===== src/rtl/tilemap_pkg.sv =====
// Shared types, atlas layout and default-map rule for the tile-map background renderer.
package tilemap_pkg;

   typedef enum logic [1:0] {
      ROAD    = 2'd0,
      BRICK   = 2'd1,
      STEEL   = 2'd2,
      CRACKED = 2'd3
   } tile_t;

   typedef enum logic [2:0] {
      INIT,
      IDLE,
      READ,
      WRITE,
      ACK
   } fsm_state_t;

   // 2x2 atlas in tile units: ROAD/BRICK on the top row, STEEL/CRACKED below
   localparam int unsigned ATLAS_COL [4] = '{0, 1, 0, 1};
   localparam int unsigned ATLAS_ROW [4] = '{0, 0, 1, 1};

   function automatic tile_t default_tile(input int unsigned col, input int unsigned row,
                                          input int unsigned map_w, input int unsigned map_h);
      if (col == 0 || row == 0 || col == map_w - 1 || row == map_h - 1)
         return STEEL;
      if ((col % 2 == 0) && (row % 2 == 0))
         return BRICK;
      return ROAD;
   endfunction

endpackage


===== src/rtl/tilemap_engine_ram.sv =====
// Tile map storage: 2-bit cells, port A video read, port B read/write, both read-first.
module tile_ram #(
   parameter int unsigned DEPTH = 256,
   parameter int unsigned AW    = 8
) (
   input  logic          clk,
   input  logic [AW-1:0] addr_a,
   output logic [1:0]    q_a,
   input  logic [AW-1:0] addr_b,
   input  logic          we_b,
   input  logic [1:0]    d_b,
   output logic [1:0]    q_b
);

   logic [1:0] mem [DEPTH];

   always_ff @(posedge clk) begin
      q_a <= mem[addr_a];
   end

   always_ff @(posedge clk) begin
      if (we_b)
         mem[addr_b] <= d_b;
      q_b <= mem[addr_b];
   end

endmodule


===== src/rtl/tilemap_engine.sv =====
// Tile-map background renderer with runtime-destructible bricks.
// Define TILEMAP_DAMAGE_EN to make bricks crack on the first hit and vanish on the second.
module tilemap_engine
   import tilemap_pkg::*;
#(
   parameter int unsigned TILE_W = 32,
   parameter int unsigned TILE_H = 32,
   parameter int unsigned MAP_W  = 16,
   parameter int unsigned MAP_H  = 16,
   parameter logic [11:0] TRANSP = 12'h00f
) (
   input  logic                     clk,
   input  logic                     reset,
   input  logic                     video_on,
   input  logic [9:0]               x,
   input  logic [9:0]               y,
   output logic [9:0]               rom_x,
   output logic [9:0]               rom_y,
   input  logic [11:0]              rom_data,
   output logic                     pixel_on,
   output logic [11:0]              color,
   input  logic                     hit_valid,
   input  logic [$clog2(MAP_W)-1:0] hit_col,
   input  logic [$clog2(MAP_H)-1:0] hit_row,
   output logic                     hit_ready,
   output logic                     hit_destroyed,
   output logic                     init_done
);

   localparam int unsigned TWB   = $clog2(TILE_W);
   localparam int unsigned THB   = $clog2(TILE_H);
   localparam int unsigned CW    = $clog2(MAP_W);
   localparam int unsigned RW    = $clog2(MAP_H);
   localparam int unsigned CELLS = MAP_W * MAP_H;
   localparam int unsigned AW    = $clog2(CELLS);

   logic [9:0]     x0, y0;
   logic           v0, v1, v2, v3, m1, m2, m3;
   logic           inmap0, pix_hit;
   logic [TWB-1:0] xl1;
   logic [THB-1:0] yl1;
   logic [AW-1:0]  addr_a, addr_b, lat_addr;
   logic [1:0]     q_a, q_b;
   logic           we_b;
   tile_t          d_b;

   fsm_state_t     state, state_nx;
   logic [CW-1:0]  init_col;
   logic [RW-1:0]  init_row;
   logic [CW:0]    lat_col;
   logic [RW:0]    lat_row;
   logic           lat_in_range, init_last, destroy_nx, destroyed_q, init_done_q;

   tile_ram #(.DEPTH(CELLS), .AW(AW)) u_ram (
      .clk    (clk),
      .addr_a (addr_a),
      .q_a    (q_a),
      .addr_b (addr_b),
      .we_b   (we_b),
      .d_b    (d_b),
      .q_b    (q_b)
   );

   always_comb begin
      inmap0  = (32'(x0) < MAP_W * TILE_W) && (32'(y0) < MAP_H * TILE_H);
      addr_a  = inmap0 ? AW'(32'(y0 >> THB) * MAP_W + 32'(x0 >> TWB)) : '0;
      pix_hit = v3 && m3 && (rom_data != TRANSP);
   end

   always_ff @(posedge clk) begin
      if (reset) begin
         x0 <= '0; y0 <= '0; v0 <= '0;
         v1 <= '0; m1 <= '0; xl1 <= '0; yl1 <= '0;
         v2 <= '0; m2 <= '0; v3 <= '0; m3 <= '0;
         rom_x <= '0; rom_y <= '0; pixel_on <= '0; color <= '0;
      end else begin
         x0  <= x;
         y0  <= y;
         v0  <= video_on;
         v1  <= v0;
         m1  <= inmap0;
         xl1 <= x0[TWB-1:0];
         yl1 <= y0[THB-1:0];
         v2  <= v1;
         m2  <= m1;
         rom_x <= m1 ? 10'(ATLAS_COL[q_a] * TILE_W + 32'(xl1)) : '0;
         rom_y <= m1 ? 10'(ATLAS_ROW[q_a] * TILE_H + 32'(yl1)) : '0;
         v3  <= v2;
         m3  <= m2;
         pixel_on <= pix_hit;
         color    <= pix_hit ? rom_data : '0;
      end
   end

   // Latched coordinates carry one extra bit so the range test stays meaningful
   always_comb begin
      lat_in_range = (32'(lat_col) < MAP_W) && (32'(lat_row) < MAP_H);
      lat_addr     = lat_in_range ? AW'(32'(lat_row) * MAP_W + 32'(lat_col)) : '0;
      init_last    = (32'(init_col) == MAP_W - 1) && (32'(init_row) == MAP_H - 1);
   end

   always_ff @(posedge clk) begin
      if (reset)
         state <= INIT;
      else
         state <= state_nx;
   end

   always_comb begin
      state_nx   = state;
      addr_b     = lat_addr;
      we_b       = 1'b0;
      d_b        = ROAD;
      destroy_nx = 1'b0;
      hit_ready  = 1'b0;
      case (state)
         INIT: begin
            addr_b = AW'(32'(init_row) * MAP_W + 32'(init_col));
            we_b   = 1'b1;
            d_b    = default_tile(32'(init_col), 32'(init_row), MAP_W, MAP_H);
            if (init_last)
               state_nx = IDLE;
         end
         IDLE: begin
            if (hit_valid && init_done_q)
               state_nx = READ;
         end
         READ: state_nx = WRITE;
         WRITE: begin
            case (tile_t'(q_b))
`ifdef TILEMAP_DAMAGE_EN
               BRICK:   d_b = CRACKED;
               CRACKED: begin
                  d_b        = ROAD;
                  destroy_nx = 1'b1;
               end
`else
               BRICK, CRACKED: begin
                  d_b        = ROAD;
                  destroy_nx = 1'b1;
               end
`endif
               default: d_b = tile_t'(q_b);
            endcase
            we_b       = lat_in_range && (d_b != tile_t'(q_b));
            destroy_nx = destroy_nx && lat_in_range;
            state_nx   = ACK;
         end
         ACK: begin
            hit_ready = 1'b1;
            state_nx  = IDLE;
         end
         default: state_nx = INIT;
      endcase
   end

   always_ff @(posedge clk) begin
      if (reset) begin
         init_col    <= '0;
         init_row    <= '0;
         lat_col     <= '0;
         lat_row     <= '0;
         destroyed_q <= 1'b0;
         init_done_q <= 1'b0;
      end else begin
         if (state == INIT) begin
            if (32'(init_col) == MAP_W - 1) begin
               init_col <= '0;
               init_row <= init_row + RW'(1);
            end else begin
               init_col <= init_col + CW'(1);
            end
            if (init_last)
               init_done_q <= 1'b1;
         end
         if (state == IDLE && hit_valid && init_done_q) begin
            lat_col <= {1'b0, hit_col};
            lat_row <= {1'b0, hit_row};
         end
         if (state == WRITE)
            destroyed_q <= destroy_nx;
      end
   end

   assign hit_destroyed = destroyed_q && (state == ACK);
   assign init_done     = init_done_q;

endmodule


===== config.mk =====
export PLATFORM = sky130hd
export DESIGN_NAME = tilemap_engine
export DESIGN_NICKNAME = d
export VERILOG_FILES = /design/src/rtl/tilemap_pkg.sv /design/src/rtl/tilemap_engine_ram.sv /design/src/rtl/tilemap_engine.sv
export SDC_FILE = /design/constraint.sdc
export NUM_CORES = 1
export LEC_CHECK = 0
export ABC_CLOCK_PERIOD_IN_PS = 31400
export CORE_MARGIN = 2
export CORE_UTILIZATION = 45
export CTS_CLUSTER_SIZE = 10
export DETAILED_ROUTE_END_ITERATION = 6
export PLACE_DENSITY = 0.7
export SYNTH_ARGS = -nofsm -noshare
export SYNTH_HDL_FRONTEND = slang
export SYNTH_SLANG_ARGS = --single-unit
export TNS_END_PERCENT = 10

===== constraint.sdc =====
create_clock -name clk -period 31.4 [get_ports clk]
set_clock_uncertainty 0.05 [all_clocks]
set_input_delay 7.85 -clock clk [delete_from_list [all_inputs] [get_ports clk]]
set_output_delay 7.85 -clock clk [all_outputs]
set_load 0.05 [all_outputs]

* Word level (Yosys, flattened, before mapping)
Memories as Yosys holds them, arrays and structs flattened. A register that Yosys moved wholly into a read port is not among the register bits.
Index checks and enable logic that the tools add are counted.
** Word-level totals
- Logic and storage cells :: 107
- Memories kept :: 1
- Input port bits :: 44
- Memory bits (writable) :: 512
- Register bits :: 91
- Output and inout bits :: 36
** Cells by class
- Reductions and logical operators :: 26
- Bitwise gates (word level) :: 3
- $add $sub $neg :: 7
- $lt $le $gt $ge :: 5
- Eq/ne operators :: 12
- Multiplexer cells :: 31
** Memory list
- u_ram.mem :: words 256, width 2, read ports 2, clocked after memory_dff 2, wr ports 1, line tilemap_engine_ram.sv:15 : logic [1:0] mem [DEPTH];
** Operator list (count)
- $bmux W32 S2 :: 2
- $logic_not A32 Y1 :: 2
- $mux W8 :: 3
- $add A10 B5 Y10 :: 2
- $lt A10 B10 Y1 const B :: 2
- $mux W5 :: 4
- $add A8 B4 Y8 :: 2
- $pmux W3 S5 :: 1
- $logic_and A1 B1 Y1 :: 12
- $mux W2 :: 6
- $ne A12 B4 Y1 const B :: 1
- $lt A4 B5 Y1 const B :: 2
- $mux W1 :: 10
- $add A4 B1 Y4 const B :: 2
- $add A8 B5 Y8 :: 1
- $eq A4 B4 Y1 const B :: 2
- $logic_not A4 Y1 :: 2
- $eq A3 B2 Y1 const B :: 2
- $mux W3 :: 2
- $reduce_and A2 Y1 :: 3
- $reduce_or A2 Y1 :: 3
- $mux W4 :: 1
- $ne A2 B2 Y1 const B :: 2
- $pmux W2 S2 :: 1
- other kinds (11) :: 14

* Depth between registers and ports, before layout
Gate-level depths: netlist of the first run.
- Depth after elaboration :: 11
- Depth in mapped cells :: 14
- Mapped depth without buffers :: 8

* By module
Synthesis of the first run repeated with hierarchy kept, for this count alone.
** Unflattened totals
- Cell total of the unflattened synthesis :: 2050
- Area total of the unflattened synthesis :: 28798.9 µm²
** By module, submodules not included
- tile_ram :: cells an instance 1748, seq. area each 15454.8 µm², times used 1, area an instance 25851.0 µm²
- tilemap_engine :: cells an instance 302, seq. area each 1661.6 µm², times used 1, area an instance 2947.8 µm²

* Least setup slack after synthesis of the first run
OpenSTA, ideal clock, no wires.
- Kind :: register to register
- Start point :: register state[2]
- End point :: memory u_ram.mem[0][0], data pin
- Library setup time :: 2.804 ns
- Clock period less this slack :: 17.349 ns
- Stages on the path, launching flop included :: 5
- Arrival :: 14.495 ns
- Path slack :: 14.051 ns
- Required time :: 28.546 ns
- Path buffers :: 2
- Path through :: dfxtp_1 -> or3_1 -> clkbuf_1 -> clkbuf_1 -> nor4_1
** On the way
- Word-level cells in the longest chain between the ends :: 2
- Elaborated cells between the ends (all ways) :: 3
- Classes of those cells :: eq/ne (1); mux (1); reduce/logical (1)
** Ends and longest elaborated chain
- start: declaration :: line tilemap_engine.sv:47 : fsm_state_t state, state_nx;
- start signal: assignment :: line tilemap_engine.sv:106 : state <= state_nx;
- $eq A3 B2 Y1 or $logic_not A3 Y1 (tied branches) :: line tilemap_engine.sv:116 : case (state)
- $pmux W2 S2 * :: line tilemap_engine.sv:116
- via d_b[0] :: line tilemap_engine.sv:45 : tile_t d_b;
- end: declaration :: line tilemap_engine_ram.sv:15
The timed path passes the listed nets; every way through them passes the cells marked *.

* Worst setup path in the final report of the first run
- Start point :: register state[1]
- End point :: output port hit_destroyed
** On the way
- Word-level cells in the longest chain between the ends :: 2
** Ends and longest elaborated chain
- $eq A3 B3 Y1 :: line tilemap_engine.sv:185 : assign hit_destroyed = destroyed_q && (state == ACK);
- $logic_and A1 B1 Y1 :: line tilemap_engine.sv:185
- end: declaration :: line tilemap_engine.sv:26 : output logic hit_destroyed,
Every way passes these cells.

==> flow_summary.ini, run 1 <==
[timing]
hold_viol = 0
rsz0062_at_grt = no
relSlewSlack_pct = 14.6
fmax_mhz = 97.4
worst_pin_slew_ps = 1280
whs_ps = 360
period_minus_slack_ps = 10270
fin_crit_sh_pct = 32.7
setup_violations = 0
drv_slew = 0
setup_tns_ps = 0

[logic_synthesis]
netlist.area_leader.share_pct = 53.6
synth_edf_count = 512
ys_ff_latch = 599
ys_seq_area_share_pct = 59.7
netlist_area_um2 = 28700
syn_area_per_cell_um2 = 11.6
synth_async_sr_flop_share_pct = 0
syn_inst = 2473
yosys_warnings = 0
post-synth-top-area-cell = edfxtp_1
synth_area_leaders = edfxtp_1 (54%), mux4_2 (6.5%), dfxtp_1 (6.1%)
synth_flop_cell = edfxtp_1
synth.distinct_cells = 65

[drt]
drtIter0Drc = 3698
routed-via-count = 22300
routed_via_density = 6.67
wl_per_cell_um = 27.7
routed_wl_um = 92400
ant_nets = 0
detail_route.first_pass.iterations = 7
drc = 2

[cells_and_area]
drive_above_1_share_pct = 10.8
nNetsFinal = 2515
syn2layout_area_growth_pct = 12.0
fillCellCount = 5391
final_common_cell = edfxtp_1
final_cell_mix = edfxtp_1 (512), nand2_1 (395), nor2_1 (354), mux2i_1 (128), a21oi_1 (96)

[global_route]
track_usage_pct = 27.6
grt_pass1_wl_um = 137000
grt.overflow.total = 0
grt_max_degree = 257
first_global_vias = 21900
use_met1_pct = 35.8
grt-busiest-layer = met2
grt_util_met2_pct = 41.3
use_met3_pct = 7.97
antenna_found_initial = 1

[setup_path]
critPathCaptureType = primary output
r2r_start = state[2]$_SDFFE_PP0P_
cp_max_fo = 16
rr_worst_depth = 9
crit_buf_inv = 1
cp.arrival_ps = 2370
slowest_delay_ps = 690
worstPathCellList = nor2_1 -> and3_1 -> clkdlybuf4s50_1
critPathLaunch = state[1]$_SDFFE_PP0P_
critical_path_required_ps = 23500
regToRegSetupSlack_ps = 25910
critical_path.top_delay_family = buffers and inverters
crit_slowest_cell = clkdlybuf4s50_1
r2r-end = u_ram.q_b[0]$_DFF_P_
crit_type = flip-flop to primary output
worstSetupStartpointType = flip-flop

[run_status]
violations = DRC
outcome = complete, but fails checks

[flow_run]
cap_violations = 0

[clock_tree]
ctsHoldBuffers = 0
cts.sinks = 599
cts_resized = 0
clkTransAtPathRegs_ps = 50
postCtsSetupBuffers = 0
insertion_delay_ps = 620
h-tree-depth = 3
cts_tree = built
root_buffer = clkbuf_16
cts_buffer_depth = 3
cts_buffers = 70

[place]
dp_hpwl_um = 54400
gp_congestion = 0.927
port_buffers = 71

[floorplanning]
std_cell_rows = 92
io_pins = 80
die_w_um = 256
core_um2 = 63100
start_util_pct = 45.5
die_area_um2 = 65800
die_y_um = 256

[pwr]
ir_drop_v = 0.0000387
p_leak_uw = 0.0105
p_per_area_nw_per_um2 = 54.3

[hold_path]
hold_class = flip-flop to flip-flop
min-delay-start = yl1[1]$_SDFF_PP0_
whs_path_depth = 1
hold_end = rom_y[1]$_SDFF_PP0_
registers in the layout, indices dropped and copies added, names as in the netlist, 3 cells and up:
name / cells
init_col: 4
yl1: 5
x0: 10
init_row: 4
xl1: 5
rom_y: 6
u_ram.mem: 512
state: 3
lat_row: 4
y0: 10
lat_col: 4
color: 12
rom_x: 6
metrics by stage:
stage	instances	total power (uW)	util, %	worst slack (ps)	instance area (um2)
floorplan	2480	967	-	14050	28700
global placement	3239	1020	47.8	21810	30100
detailed placement	3239	1020	47.8	21750	30100
global route	3339	1790	50.9	21040	32100
finish	3341	1740	50.9	21130	32100
CTS	3339	1740	50.9	21130	32100
final cells by class:
type | instances | area [um2] | area share (%)
antenna | 2 | 5.00 | 0.0156
clock buffer | 96 | 1930 | 6.02
clock inverter | 4 | 37.5 | 0.117
inverter | 7 | 26.3 | 0.0818
multi-input combinational | 1668 | 10900 | 33.8
sequential | 599 | 17100 | 53.3
tap | 846 | 1060 | 3.30
timing repair buffer | 119 | 1080 | 3.36
how the worst max path moves through the flow:
stage / slack [ps] / depth (start not counted) / endpoint
3_3_place_gp: 21810 / 4 / color[3]$_SDFF_PP0_
5_1_grt: 21040 / 3 / hit_destroyed
3_5_place_dp: 21750 / 4 / color[2]$_SDFF_PP0_
2_1_floorplan: 14050 / 4 / u_ram.mem[0][0]$_DFFE_PP_
4_1_cts: 21130 / 3 / hit_destroyed
6_report: 21130 / 3 / hit_destroyed
synthesized netlist by cell type, drive strengths merged (38+ instances only):
library cell	number
nand3	88
nand2	398
clkbuf	123
dfxtp	87
mux2i	129
a31oi	55
nor2b	38
mux4	83
a21oi	98
nor2	358
edfxtp	512
buf	83
o221ai	48
and3	40
metal layers:
metal / vias up / share of wire [%] / wire length (um)
li1: 9211 / - / -
met1: 10800 / 35 / 32700
met2: 1881 / 43 / 39900
met3: 422 / 15 / 13800
met4: 2 / 6.5 / 5970
met5: - / 0.019 / 18
cell families (layout without fill, tap and decap cells):
family          count (synthesis)  in the layout  share of synthesized area (%)
buf+inv                       213            226                           3.23
other cells                     1             10                         0.0131
xor+xnor                        6              6                          0.183
compound gates                397            397                           9.75
fa+ha+maj                       6              6                          0.262
simple gates                 1034           1034                           15.7
flops                         599            599                           59.7
mux                           217            217                           11.2
report_power, final:
group | total, uW | internal (uW) | switching [uW]
Combinational | 149 | 46.7 | 103
Clock | 735 | 424 | 311
Sequential | 860 | 856 | 4.23
Note: power is estimated with default switching activity, not from simulation.
==> run 2, diff against run 1 <==
Settings changed: ABC_CLOCK_PERIOD_IN_PS 31400 to 9040, PLACE_DENSITY 0.7 to 0.73.
Clock period 31.4 ns to 9.04 ns, I/O delays scaled along.
==> run 2 against run 1 <==
  * Clock power rose to 3.6 times the previous value
  * Combinational power rose to 3.4 times the previous value
  * The run now ends clean
  * Wire length rose by 0.28%
  * Via count rose by 0.79%
  * Sequential share of layout area fell by 0.21 points
  * Clock-buffer cell count rose by 10
==> flow_summary.ini, run 2 (synthesized netlist as in run 1, its figures left out) <==
[run_status]
outcome = finished clean

[timing]
relSlewSlack_pct = 7.00
period_minus_slack_ps = 5090
worst_pin_slew_ps = 1390
setup_tns_ps = 0
fin_crit_sh_pct = 56.3
fmax_mhz = 196
rsz0062_at_grt = no
hold_viol = 0
setup_violations = 0
whs_ps = 377
drv_slew = 0

[floorplanning]
die_area_um2 = 65800
die_w_um = 256
io_pins = 80
start_util_pct = 45.5
std_cell_rows = 92
die_y_um = 256
core_um2 = 63100

[pwr]
power.switching_uw = 1460
ir_drop_v = 0.000136
p_int_uw = 4690
p_per_area_nw_per_um2 = 191
p_leak_uw = 0.0105
swShare_pct = 23.7
clock_power_share_pct = 43.0
power_frac_seq_pct = 48.7
finalPower_uw = 6150
combPwrFrac_pct = 8.3

[setup_path]
critical_path.top_delay_family = simple AND/OR/NAND/NOR gates
crit_slowest_cell = nand3_1
worstPathCellList = or4b_4 -> nand2_4 -> buf_4 -> nand3_1 -> nor2_1
cp.arrival_ps = 5310
regToRegSetupSlack_ps = 3950
r2r-end = u_ram.mem[89][0]$_DFFE_PP_
critical_path_required_ps = 9250
worstSetupStartpointType = flip-flop
slowest_delay_ps = 1180
r2r_start = state[2]$_SDFFE_PP0P_
rr_worst_depth = 5
cp_max_fo = 70
critPathCaptureType = flip-flop
crit_buf_inv = 1
crit_type = flip-flop to flip-flop

[clock_tree]
cts_resized = 0
clkTransAtPathRegs_ps = 60
cts.sinks = 599
ctsHoldBuffers = 0
insertion_delay_ps = 610
h-tree-depth = 3
postCtsSetupBuffers = 0
cts_buffers = 72
cts_buffer_depth = 3
root_buffer = clkbuf_16
cts_tree = built

[drt]
drc = 0
routed_wl_um = 92700
drtIter0Drc = 4153
detail_route.first_pass.iterations = 6
ant_nets = 0
wl_per_cell_um = 27.6
routed_via_density = 6.68
routed-via-count = 22400

[flow_run]
cap_violations = 0

[global_route]
grt_util_met2_pct = 40.5
grt_max_degree = 257
grt-busiest-layer = met2
first_global_vias = 21600
grt_pass1_wl_um = 137000
antenna_found_initial = 3
grt.overflow.total = 0
use_met1_pct = 36.0
use_met3_pct = 9.22
track_usage_pct = 27.5

[hold_path]
hold_end = rom_x[2]$_SDFF_PP0_
hold_class = flip-flop to flip-flop
min-delay-start = xl1[2]$_SDFF_PP0_
whs_path_depth = 1

[cells_and_area]
top_regs = u_ram.mem (512), color (12)
fin_util_pct = 51.1
multiInputGateArea_um2 = 10800
fin_area_um2 = 32200
largest_register = u_ram.mem
largest_reg_flops = 512
final_cell_mix = edfxtp_1 (512), nand2_1 (395), nor2_1 (354), mux2i_1 (128), a21oi_1 (96)
syn2layout_area_growth_pct = 12.4
drive_above_1_share_pct = 10.8
final_common_cell = edfxtp_1
nNetsFinal = 2521
fillCellCount = 5338
seqCellArea_um2 = 17100

[place]
port_buffers = 71
placed_cell_area_um2 = 30100
gp_congestion = 0.932
dp_hpwl_um = 56400
-- run 2: cell count changes in the layout (fill, tap and decap cells not counted), moves of 2 or more --
cell      before  now
clkinv_1       1    3
nand3_2        8    0
clkbuf_1      22   29
nand3_1       80   88
clkbuf_8       0    2
buf_4         47   49
-- run 2: power by group through the flow --
stage               sequential [uW]  clock (uW)  combinational (uW)
CTS                            2990        2660                 488
detailed placement             3050           0                 486
floorplan                      3040           0                 322
global route                   2990        2780                 526
global placement               3050           0                 479
finish                         2990        2640                 512
-- run 2: worst max-delay path by stage --
stage                              from                          end  slack [ps]  cells past startpoint
2_1_floorplan  init_row[1]$_SDFFE_PP0P_    u_ram.mem[0][1]$_DFFE_PP_        -410                      7
3_3_place_gp      state[2]$_SDFFE_PP0P_    u_ram.mem[5][0]$_DFFE_PP_        4490                      5
3_5_place_dp      state[2]$_SDFFE_PP0P_  u_ram.mem[165][1]$_DFFE_PP_        4310                      5
4_1_cts           state[2]$_SDFFE_PP0P_  u_ram.mem[165][1]$_DFFE_PP_        4310                      5
5_1_grt           state[2]$_SDFFE_PP0P_   u_ram.mem[81][0]$_DFFE_PP_        3950                      5
6_report          state[2]$_SDFFE_PP0P_   u_ram.mem[89][0]$_DFFE_PP_        3950                      5
-- run 2: metrics by stage --
stage,setup WS (ps),instances
after floorplan,-406,2480
after global placement,4490,3242
after detailed placement,4310,3242
after CTS,4310,3356
after global routing,3950,3357
final,3950,3358
-- run 2: area by class of cell --
| cell class | instances | share of cell area [%] |
|---|---|---|
| inverter | 7 | 0.0815 |
| antenna | 1 | 0.00776 |
| sequential | 599 | 53.1 |
| tap | 846 | 3.28 |
| timing repair buffer | 123 | 3.48 |
| clock inverter | 8 | 0.237 |
| clock buffer | 106 | 6.24 |
| multi-input combinational | 1668 | 33.6 |
-- run 2: worst register-to-register path: stages, from the launching register on --
cell and delay (ps):
dfxtp_1 500, or4b_4 840, nand2_4 810, buf_4 750, nand3_1 1200, nor2_1 600
-- run 2: metal layers --
layer  vias to the layer above  wire length, um
met2                      2048            39800
li1                       9220                -
met1                     10800            32500
met4                         6             5430
met5                         -              128
met3                       392            14700
